===== config.mk =====
export PLATFORM = sky130hd
export DESIGN_NAME = addsub_sat_pipe
export DESIGN_NICKNAME = d
export VERILOG_FILES = /design/src/rtl/addsub_sat_pipe.sv
export SDC_FILE = /design/constraint.sdc
export NUM_CORES = 1
export LEC_CHECK = 0
export ABC_AREA = 1
export CAP_MARGIN = 15
export CORE_MARGIN = 1
export CORE_UTILIZATION = 45
export CTS_BUF_LIST = sky130_fd_sc_hd__clkbuf_8
export CTS_CLUSTER_DIAMETER = 100
export DETAILED_ROUTE_END_ITERATION = 8
export DONT_BUFFER_PORTS = 1
export PLACE_DENSITY_LB_ADDON = 0.12
export SLEW_MARGIN = 10
export SYNTH_ARGS = -nofsm -noshare
export SYNTH_HDL_FRONTEND = slang
export SYNTH_SLANG_ARGS = --single-unit

===== constraint.sdc =====
create_clock -name clk -period 3.5 [get_ports clk]
set_clock_uncertainty 0.15 [all_clocks]
set_input_delay 0.7 -clock clk [delete_from_list [all_inputs] [get_ports clk]]
set_output_delay 0.7 -clock clk [all_outputs]
set_load 0.05 [all_outputs]

===== src/rtl/addsub_sat_pipe.sv =====
// addsub_sat_pipe: two-stage pipelined saturating add/sub with valid/ready handshake and retire-time flag register
module addsub_sat_pipe #(
  parameter int WIDTH = 16,
  parameter int LO_W = WIDTH / 2
) (
  input  logic             clk,
  input  logic             rst,
  input  logic             in_valid,
  output logic             in_ready,
  input  logic [WIDTH-1:0] a_in,
  input  logic [WIDTH-1:0] b_in,
  input  logic             is_sub,
  input  logic             sat_en,
  input  logic             flag_en,
  output logic             out_valid,
  input  logic             out_ready,
  output logic [WIDTH-1:0] sum_out,
  output logic [2:0]       res_flag,
  output logic [2:0]       flag
);
  localparam int HI_W = WIDTH - LO_W;
  logic             s1_valid_q, s1_valid_d, c_q, c_d, sat_q, sat_d, fen_q, fen_d;
  logic [LO_W-1:0]  lo_q, lo_d;
  logic [HI_W-1:0]  a_hi_q, a_hi_d, b_hi_q, b_hi_d, hi_sum;
  logic             out_valid_q, out_valid_d, ofen_q, ofen_d;
  logic [WIDTH-1:0] sum_q, sum_d, b_x, res;
  logic [2:0]       rflag_q, rflag_d, flag_q, flag_d;
  logic [LO_W:0]    lo_sum;
  logic             s2_adv, acc, ovf;
  always_comb begin
    b_x = is_sub ? ~b_in : b_in;
    lo_sum = {1'b0, a_in[LO_W-1:0]} + {1'b0, b_x[LO_W-1:0]} + {{LO_W{1'b0}}, is_sub};
    s2_adv = s1_valid_q && (!out_valid_q || out_ready);
    in_ready = !s1_valid_q || s2_adv;
    acc = in_valid && in_ready;
    hi_sum = a_hi_q + b_hi_q + {{(HI_W-1){1'b0}}, c_q};
    ovf = (a_hi_q[HI_W-1] == b_hi_q[HI_W-1]) && (hi_sum[HI_W-1] != a_hi_q[HI_W-1]);
    res = ovf && sat_q ? {a_hi_q[HI_W-1], {(WIDTH-1){~a_hi_q[HI_W-1]}}} : {hi_sum, lo_q};
    s1_valid_d = rst ? 1'b0 : acc ? 1'b1 : s2_adv ? 1'b0 : s1_valid_q;
    lo_d = acc ? lo_sum[LO_W-1:0] : lo_q;
    c_d = acc ? lo_sum[LO_W] : c_q;
    a_hi_d = acc ? a_in[WIDTH-1:LO_W] : a_hi_q;
    b_hi_d = acc ? b_x[WIDTH-1:LO_W] : b_hi_q;
    sat_d = acc ? sat_en : sat_q;
    fen_d = acc ? flag_en : fen_q;
    out_valid_d = rst ? 1'b0 : s2_adv ? 1'b1 : out_ready ? 1'b0 : out_valid_q;
    sum_d = rst ? '0 : s2_adv ? res : sum_q;
    rflag_d = rst ? 3'b000 : s2_adv ? {res[WIDTH-1], ovf, res == '0} : rflag_q;
    ofen_d = s2_adv ? fen_q : ofen_q;
    flag_d = rst ? 3'b000 : (out_valid_q && out_ready && ofen_q) ? rflag_q : flag_q;
  end
  always_ff @(posedge clk) begin
    s1_valid_q <= s1_valid_d;
    lo_q <= lo_d;
    c_q <= c_d;
    a_hi_q <= a_hi_d;
    b_hi_q <= b_hi_d;
    sat_q <= sat_d;
    fen_q <= fen_d;
    out_valid_q <= out_valid_d;
    sum_q <= sum_d;
    rflag_q <= rflag_d;
    ofen_q <= ofen_d;
    flag_q <= flag_d;
  end
  assign out_valid = out_valid_q;
  assign sum_out = sum_q;
  assign res_flag = rflag_q;
  assign flag = flag_q;
endmodule


# Word level (Yosys, flattened, before mapping)
# Cells that the tools add are included.
[totals]
regBits = 52
elab_cells = 39
output_inout_bits = 24
input_bits = 39
[classes]
bitwise = 2
mux = 6
add_sub_neg = 4
reduce_logical = 13
eq_ne = 2
[op_table]
columns = ["operator", "count"]
rows = [
  ["two-way mux 16 bit", 2],
  ["logical NOT 16 bit", 1],
  ["inverter 16 bit", 1],
  ["adder 8 x 8 -> 9 bit", 1],
  ["adder 9 x 1 -> 9 bit", 1],
  ["adder 8 x 1 -> 8 bit", 1],
  ["adder 8 bit", 1],
  ["logical AND 1 bit", 6],
  ["two-way mux 1 bit", 4],
  ["nonzero test 2 bit", 2],
  ["logical NOT 1 bit", 2],
  ["logical OR 1 bit", 2],
  ["== test 1 bit", 1],
  ["!= test 1 bit", 1],
  ["inverter 1 bit", 1],
]

# Logic depth before layout (Yosys ltp)
# Gate-level depths: netlist of the first run.
[depth]
depth_word = 7
depth_mapped = 15
depth_no_buf = 15

# Worst setup path after synthesis of the first run
# OpenSTA, ideal clock, no wires.
[synth_timing]
path_kind = "input to register"
from = "in is_sub"
to = "reg lo_q[7] (data pin)"
stages = 14
path_buffers = 2
required_ns = 3.098
slack_ns = 0.692
arrival_ns = 2.406
setup_time_ns = 0.252
cell_sequence = "buf_2 > buf_2 > xor2_1 > ha_1 > a21oi_1 > nand2_1 > nand2_1 > nand2_1 > a21oi_1 > nor2_1 > o21ai_1 > nand2_1 > nand2_1 > nand2_1"
[synth_between]
elab_chain_len = 3
[synth_lines]
columns = ["item", "line_no", "rtl"]
rows = [
  ["start, declared", "12", "input logic is_sub,"],
  ["two-way mux 16 bit", "31", "b_x = is_sub ? ~b_in : b_in;"],
  ["adder 8 x 8 -> 9 bit", "32", "lo_sum = {1'b0, a_in[LO_W-1:0]} + {1'b0, b_x[LO_W-1:0]} + {{LO_W{1'b0}}, is_sub};"],
  ["adder 9 x 1 -> 9 bit *", "32", ""],
  ["named net lo_sum[7]", "28", "logic [LO_W:0] lo_sum;"],
  ["end signal, assigned", "54", "lo_q <= lo_d;"],
  ["end, declared", "23", "logic [LO_W-1:0] lo_q, lo_d;"],
]
# The timed path passes the listed nets; every way through them passes the cells marked *.
# A chain may end at the register's enable or synchronous reset.

# Worst setup path after layout of the first run
[layout_timing]
from = "reg out_valid_q (netlist: out_valid)"
to = "reg rflag_q[0] (netlist: res_flag[0])"
[layout_between]
elab_chain_len = 3
[layout_lines]
columns = ["item", "line_no", "rtl"]
rows = [
  ["start, declared", "25", "logic out_valid_q, out_valid_d, ofen_q, ofen_d;"],
  ["start signal, assigned", "60", "out_valid_q <= out_valid_d;"],
  ["logical NOT 1 bit", "33", "s2_adv = s1_valid_q && (!out_valid_q || out_ready);"],
  ["logical OR 1 bit", "33", ""],
  ["logical AND 1 bit", "33", ""],
  ["end signal, assigned", "62", "rflag_q <= rflag_d;"],
  ["end, declared", "27", "logic [2:0] rflag_q, rflag_d, flag_q, flag_d;"],
]
# No other way between the ends.

==> results of run 1 <==
[worst max-delay path, cell delays in order (launching register included)]
cell and delay (ns):
dfxtp_1 0.68, nand2_1 0.14, nand2_1 0.14, clkinv_1 0.40, nand2_1 0.19, inv_1 0.24, nand2_1 0.15, nor2_1 0.05
nand2_1 0.05, nor2_1 0.04, nor2_1 0.08, nor2_1 0.04
[power groups by stage]
stage / Sequential (W) / Clock [W] / Combinational [W]
2_1_floorplan: 0.000788 / 0 / 0.000210
3_3_place_gp: 0.000802 / 0 / 0.000241
3_5_place_dp: 0.000803 / 0 / 0.000243
4_1_cts: 0.000789 / 0.000405 / 0.000245
5_1_grt: 0.000794 / 0.000434 / 0.000280
6_report: 0.000788 / 0.000391 / 0.000241
[sequential cells by signal, summed over array words and instances (netlist names)]
signal,flops
s1_valid_q,1
b_hi_q,8
a_hi_q,8
c_q,1
flag,3
lo_q,8
sum_out,16
ofen_q,1
out_valid,1
sat_q,1
fen_q,1
res_flag,2
[layer usage]
layer / GRT usage / vias to the layer above
li1: - / 891
met1: 0.208 / 768
met5: 0 / -
met4: 0.0736 / 0
met3: 0.0541 / 5
met2: 0.246 / 52
[cells in the final DEF (no fill, tap or decap), types with 3 or more instances in the layout]
cell type and n:
ha_1 13, nand3_1 13, fa_1 3, dfxtp_1 23, clkbuf_8 5, a21oi_1 24, nand2_2 6, o21ai_1 6
nor2_1 13, nand2_1 46, xnor2_1 4, inv_1 31, edfxtp_1 28, xor2_1 20, o21ai_0 18
[worst min path at each step]
stage | startpoint | end | slack (ns)
3_3_place_gp | fen_q | ofen_q | 0.27
3_5_place_dp | fen_q | ofen_q | 0.27
2_1_floorplan | fen_q | ofen_q | 0.25
6_report | fen_q | ofen_q | 0.28
4_1_cts | fen_q | ofen_q | 0.29
5_1_grt | rst | res_flag[0] | 0.29
[through the flow]
step	hold WS [ns]	instance area, sq um	utilization	power (W)
after floorplan	0.250	2560	-	0.000998
after global placement	0.265	2630	0.477	0.00104
after detailed placement	0.268	2630	0.477	0.00105
after CTS	0.289	2730	0.496	0.00144
after global routing	0.290	2730	0.496	0.00151
final	0.282	2730	0.496	0.00142
[cell type report]
cell class	count	area, sq um	share of cell area
flip-flops and latches	51	1300	0.476
multi-input cells	180	1110	0.406
inverters	31	116	0.0426
well taps	72	90.1	0.0330
clock buffers	5	68.8	0.0252
clock inverters	3	37.5	0.0137
repair buffers	1	7.51	0.00275
[kinds of logic after synthesis]
group                    Yosys count  synth area share
flip-flops                        51             0.507
buffers and inverters             38            0.0600
AO/OA/AOI/OAI                     55             0.117
adder cells (fa/ha/maj)           16            0.0868
AND/OR/NAND/NOR                   85             0.147
XOR/XNOR                          24            0.0820
==> metrics.md, run 1 <==
| Metric | Value |
|---|---|
| First-iteration detailed-routing DRC count | 92 |
| Crit path from | out_valid |
| Fillcell total | approximately 530 |
| DRC violations left | 0 |
| Post-Synthesis Cells | between 200 and 300 |
| Most area-consuming cells after synthesis | edfxtp_1 33%, dfxtp_1 18%, xor2_1 6.8%, nand2_1 6.7%, ha_1 6.3% |
| Worst skew pair latency | approximately 0.31 ns |
| Post-synth EDFFs | 28 |
| Post-Syn Area | roughly 0.0026 sq mm |
| Initial antenna violation count | 0 |
| Total net switching power | around 0.00042 W |
| Fin crit share | 0.693 |
| Leakage | 1.20 nW |
| GP Congestion | ~0.73 |
| GRT Util Overall | 0.162 |
| Worst reg2reg endpoint | res_flag[0] |
| Power density over the cells | between 500 and 600 mW/mm^2 |
| Post-CTS sizing | 0 |
| FF-to-FF Start | out_valid |
| Worst hold path class | register to register |
| Die width | roughly 77 um |
| Met2 WL | between 2 and 2.5 mm |
| Worst VDD drop | roughly 0.3 mV |
| Pre-CTS setup slack | 0.957 ns |
| Slew @ Worst Pin | slightly above 1 ns |
| Largest net degree at the start of global routing | 28 |
| CTS Hold Bufs | 0 |
| Total negative slack | 0 ns |
| Grt ovf | 0 |
| CTS root buf | clkbuf_8 |
| Max Slew Vio Count | 0 |
| Slew headroom | 0.310 |
| Drt via density | roughly 5 |
| Layout area overhead | 6.49% |
| Crit path DAT | between 2 and 2.5 ns |
| Post-synthesis async set-or-reset flop share | 0 |
| Reg power frac | 0.555 |
| H-Tree Depth | 2 |
| RSZ-0062 raised after global routing | false |
| Reg clk slew, reported paths | approximately 0.08 ns |
| Vias in the first global route | 1,608 |
| Hold Path Depth | 0 |
| CTS tree | built |
| Vias after detailed routing | 1,716 |
| First-pass GRT wire length | 7.40 mm |
| Gate power share | 0.170 |
| Top-count cell post-synth | nand2_1 |
| Clock buffer depth | 2 |
| Ant diodes | 0 |
| Peak Freq | 412 MHz |
| Worst Reg2Reg Path Length in Cells | 11 |
| Cell accounting for the most synthesized area | edfxtp_1 |
| DIE AREA | 0.00601 sq mm |
| Clock net sink count | 51 |
| Setup slack, reg-to-reg | ~1.1 ns |
| Synth Warn # | 0 |
| Worst path required time | approximately 3.6 ns |
| CP Launch Type | register |
| ANT nets after route | 0 |
| Drt total wl | between 4 and 5 mm |
| Most frequent cells after synthesis | 46 x nand2_1, 29 x inv_1, 28 x edfxtp_1, 24 x a21oi_1, 23 x dfxtp_1 |
| Initial Util | 0.466 |
| Crit. End Element | register |
| Fin crit period | 2.43 ns |
| Port Buffer Count | 0 |
| Internal power | around 0.0010 W |
| Placed instance count | 335 |
| Final Hold Vio Count | 0 |
| Final Setup Violations | 0 |
| Routed length on met1 | between 2 and 2.5 mm |
| Crit-path max FO | 19 |
| Critical path class | register to register |
| Result of the run | complete, no violations |
| Main flop type after synthesis | edfxtp_1 |
| Unique cell type count in the Yosys netlist | 31 |
| WL per Instance | between 10 and 15 um |
| Syn avg cell area | 9.54 sq um |
| Synthesized flop and latch total | between 50 and 60 |
| Routed length on met3 | ~320 um |
| Layout Cells excl Fill | 343 |
| # Post-CTS Setup Buffers | 0 |
| Clk pwr share | 0.276 |
| Setup WS post-layout | 1.07 ns |
| Sequential area share after synthesis | 0.507 |
| Max layer used | met4 |
| Die H | 77.5 um |
| Cts bufs inserted | 5 |
| Layout cell share with drive strength beyond 1 | 0.0701 |
| Top-area cell type share of the netlist area | 0.328 |
| Worst Setup EP | res_flag[0] |
| Post-DP HPWL | 3.33 mm |
| Core ar. | ~0.0055 sq mm |
| Switching Share | 0.297 |
| Max_cap viols | 0 |
| Nets | roughly 330 |
| Synth Net Count | about 320 |
| 1st-pass router iterations | 4 |
| Num ports | 63 |
| Num rows | 27 |
No activity file was read; power rests on OpenSTA's default activity.
==> run 2: changes to the inputs <==
==> constraint.sdc (replaced) <==
create_clock -name clk -period 2.5 [get_ports clk]
set_clock_uncertainty 0.15 [all_clocks]
set_input_delay 0.5 -clock clk [delete_from_list [all_inputs] [get_ports clk]]
set_output_delay 0.5 -clock clk [all_outputs]
set_load 0.05 [all_outputs]
==> metrics.md, run 2 (same netlist as run 1, synthesis figures left out) <==
| Metric | Value |
|---|---|
| DRC violations left | 0 (unchanged) |
| Clock net sink count | 51 (unchanged) |
| Grt ovf | 0 (unchanged) |
| Drt total wl | 4.60 mm (+2.8%) |
| Vias after detailed routing | 1,757 (+2.4%) |
| Worst hold path class | input port to register |
| CTS Hold Bufs | 0 (unchanged) |
| Post-route core utilization | 0.508 (+0.0120) |
| Worst VDD drop | 0.263 mV (-15%) |
| Max_cap viols | 0 (unchanged) |
| CP bufs+invs | 2 (unchanged) |
| Pre-CTS setup slack | 0.183 ns (-0.774 ns) |
| Layout area overhead | 9.07% |
| Slew @ Worst Pin | 0.582 ns (-0.451 ns) |
| WL per Instance | 13.2 um (+1.1%) |
| Critical path's top delay family | adder cells |
| ANT nets after route | 0 (unchanged) |
| First-pass GRT wire length | 7.64 mm (+3.3%) |
| CP Launch Type | register |
| Setup WS post-layout | 0.300 ns (-0.774 ns) |
| Initial Util | 0.466 (unchanged) |
| Cts bufs inserted | 5 (unchanged) |
| Fin crit period | 2.20 ns (-0.226 ns) |
| Commonest cells after routing, fill and taps aside | 46 x nand2_1, 30 x inv_1, 28 x edfxtp_1 |
| Clock buffer depth | 2 (unchanged) |
| Reg clk slew, reported paths | 0.09 ns (about the same) |
| Worst path required time | 2.56 ns (-0.99 ns) |
| 1st-pass router iterations | 4 (unchanged) |
| Result of the run | complete, no violations |
| Crit. End Element | register |
| RSZ-0062 raised after global routing | false |
| First-iteration detailed-routing DRC count | 106 (+15%) |
| Largest net degree at the start of global routing | 20 (-29%) |
| Post-DP HPWL | 3.52 mm (+5.8%) |
| Slew headroom | 0.611 (+0.301) |
| Die H | 77.5 um (unchanged) |
| Most common cell after layout, fill and taps aside | nand2_1 |
| Hold slack | 0.102 ns (-0.179 ns) |
| GRT Util Overall | 0.165 (+0.00342) |
| Layout cell share with drive strength beyond 1 | 0.101 (+0.0310) |
| Final Setup Violations | 0 (unchanged) |
| Drt via density | 5.03 (+0.63%) |
| Leakage | 1.24 nW (+2.8%) |
| Final Hold Vio Count | 0 (unchanged) |
| Core ar. | 0.00551 sq mm (unchanged) |
| Max reg flops | 16 (unchanged) |
| Ant diodes | 0 (unchanged) |
| Slowest-stage cell, CP | fa_1 |
| Crit-path max FO | 2 (-17) |
| Die width | 77.5 um (unchanged) |
| DIE AREA | 0.00601 sq mm (unchanged) |
| Power density over the cells | 725 mW/mm^2 (+39%) |
| Num ports | 63 (unchanged) |
| Worst skew pair latency | 0.31 ns (about the same) |
| Nets | 331 (+1.8%) |
| Vias in the first global route | 1,648 (+2.5%) |
| CTS tree | built |
| Port Buffer Count | 0 (unchanged) |
| H-Tree Depth | 2 (unchanged) |
| Tot Pwr | 0.00203 W (+43%) |
| CTS root buf | clkbuf_8 |
| GP Congestion | 0.780 (+6.8%) |
| Fin crit share | 0.880 (+0.187) |
| Critical path class | register to register |
| Max Slew Vio Count | 0 (unchanged) |
| Critical-path cell list | fa_1 -> inv_1 -> fa_1 -> o21ai_1 -> a31oi_1 -> inv_1 -> nand2_1 -> nand3_1 -> nand3_1 -> nor2_1 -> nor2_1 -> nor2_1 |
| Num rows | 27 (unchanged) |
| CP peak stage delay | 0.45 ns (-0.23 ns) |
| Peak Freq | 455 MHz (+10%) |
| Total negative slack | 0 ns (unchanged) |
| Crit path DAT | 2.26 ns (-0.22 ns) |
| Initial antenna violation count | 0 (unchanged) |
| CP most frequent cell | nor2_1 |
run 2: power breakdown:
group / leakage, nW / switching, W / internal, W
sequential: 0.463 / 0.000116 / 0.000971
clock: 0.0599 / 0.000269 / 0.000296
combinational: 0.716 / 0.000224 / 0.000151
total: 1.24 / 0.000610 / 0.00142
run 2: final cells by class:
| cell class | instances | area [sq um] |
|---|---|---|
| Fill cell | 514 | 2710 |
| Clock buffer | 5 | 68.8 |
| Tap cell | 72 | 90.1 |
| Sequential cell | 51 | 1300 |
| Clock inverter | 3 | 40.0 |
| Timing Repair Buffer | 7 | 65.1 |
| Inverter | 31 | 116 |
| Multi-Input combinational cell | 180 | 1120 |
run 2: final timing paths:
kind	from	endpoint	slack [ns]	cells after the start
max	c_q	res_flag[0]	0.30	12
max reg2reg	c_q	res_flag[0]	0.30	12
min	rst	sum_out[15]	0.10	1
min reg2reg	fen_q	ofen_q	0.28	0
run 2: what timing repair did:
item | 4_1_cts | 5_1_grt
setup endpoints to repair | 0 | 1
buffers inserted | 0 | 1
resized for setup | 0 | 1
run 2: stage by stage:
step | instances | cell area (sq um)
after detailed placement | 340 | 2680
final | 349 | 2800
after global routing | 349 | 2800
after CTS | 348 | 2790
after floorplan | 269 | 2580
after global placement | 340 | 2680
run 2: routing by layer:
metal / wire (um) / track usage
met1: 2140 / 0.205
met2: 2090 / 0.272
met3: 305 / 0.0506
met4: 65 / 0.0585
met5: 0 / 0
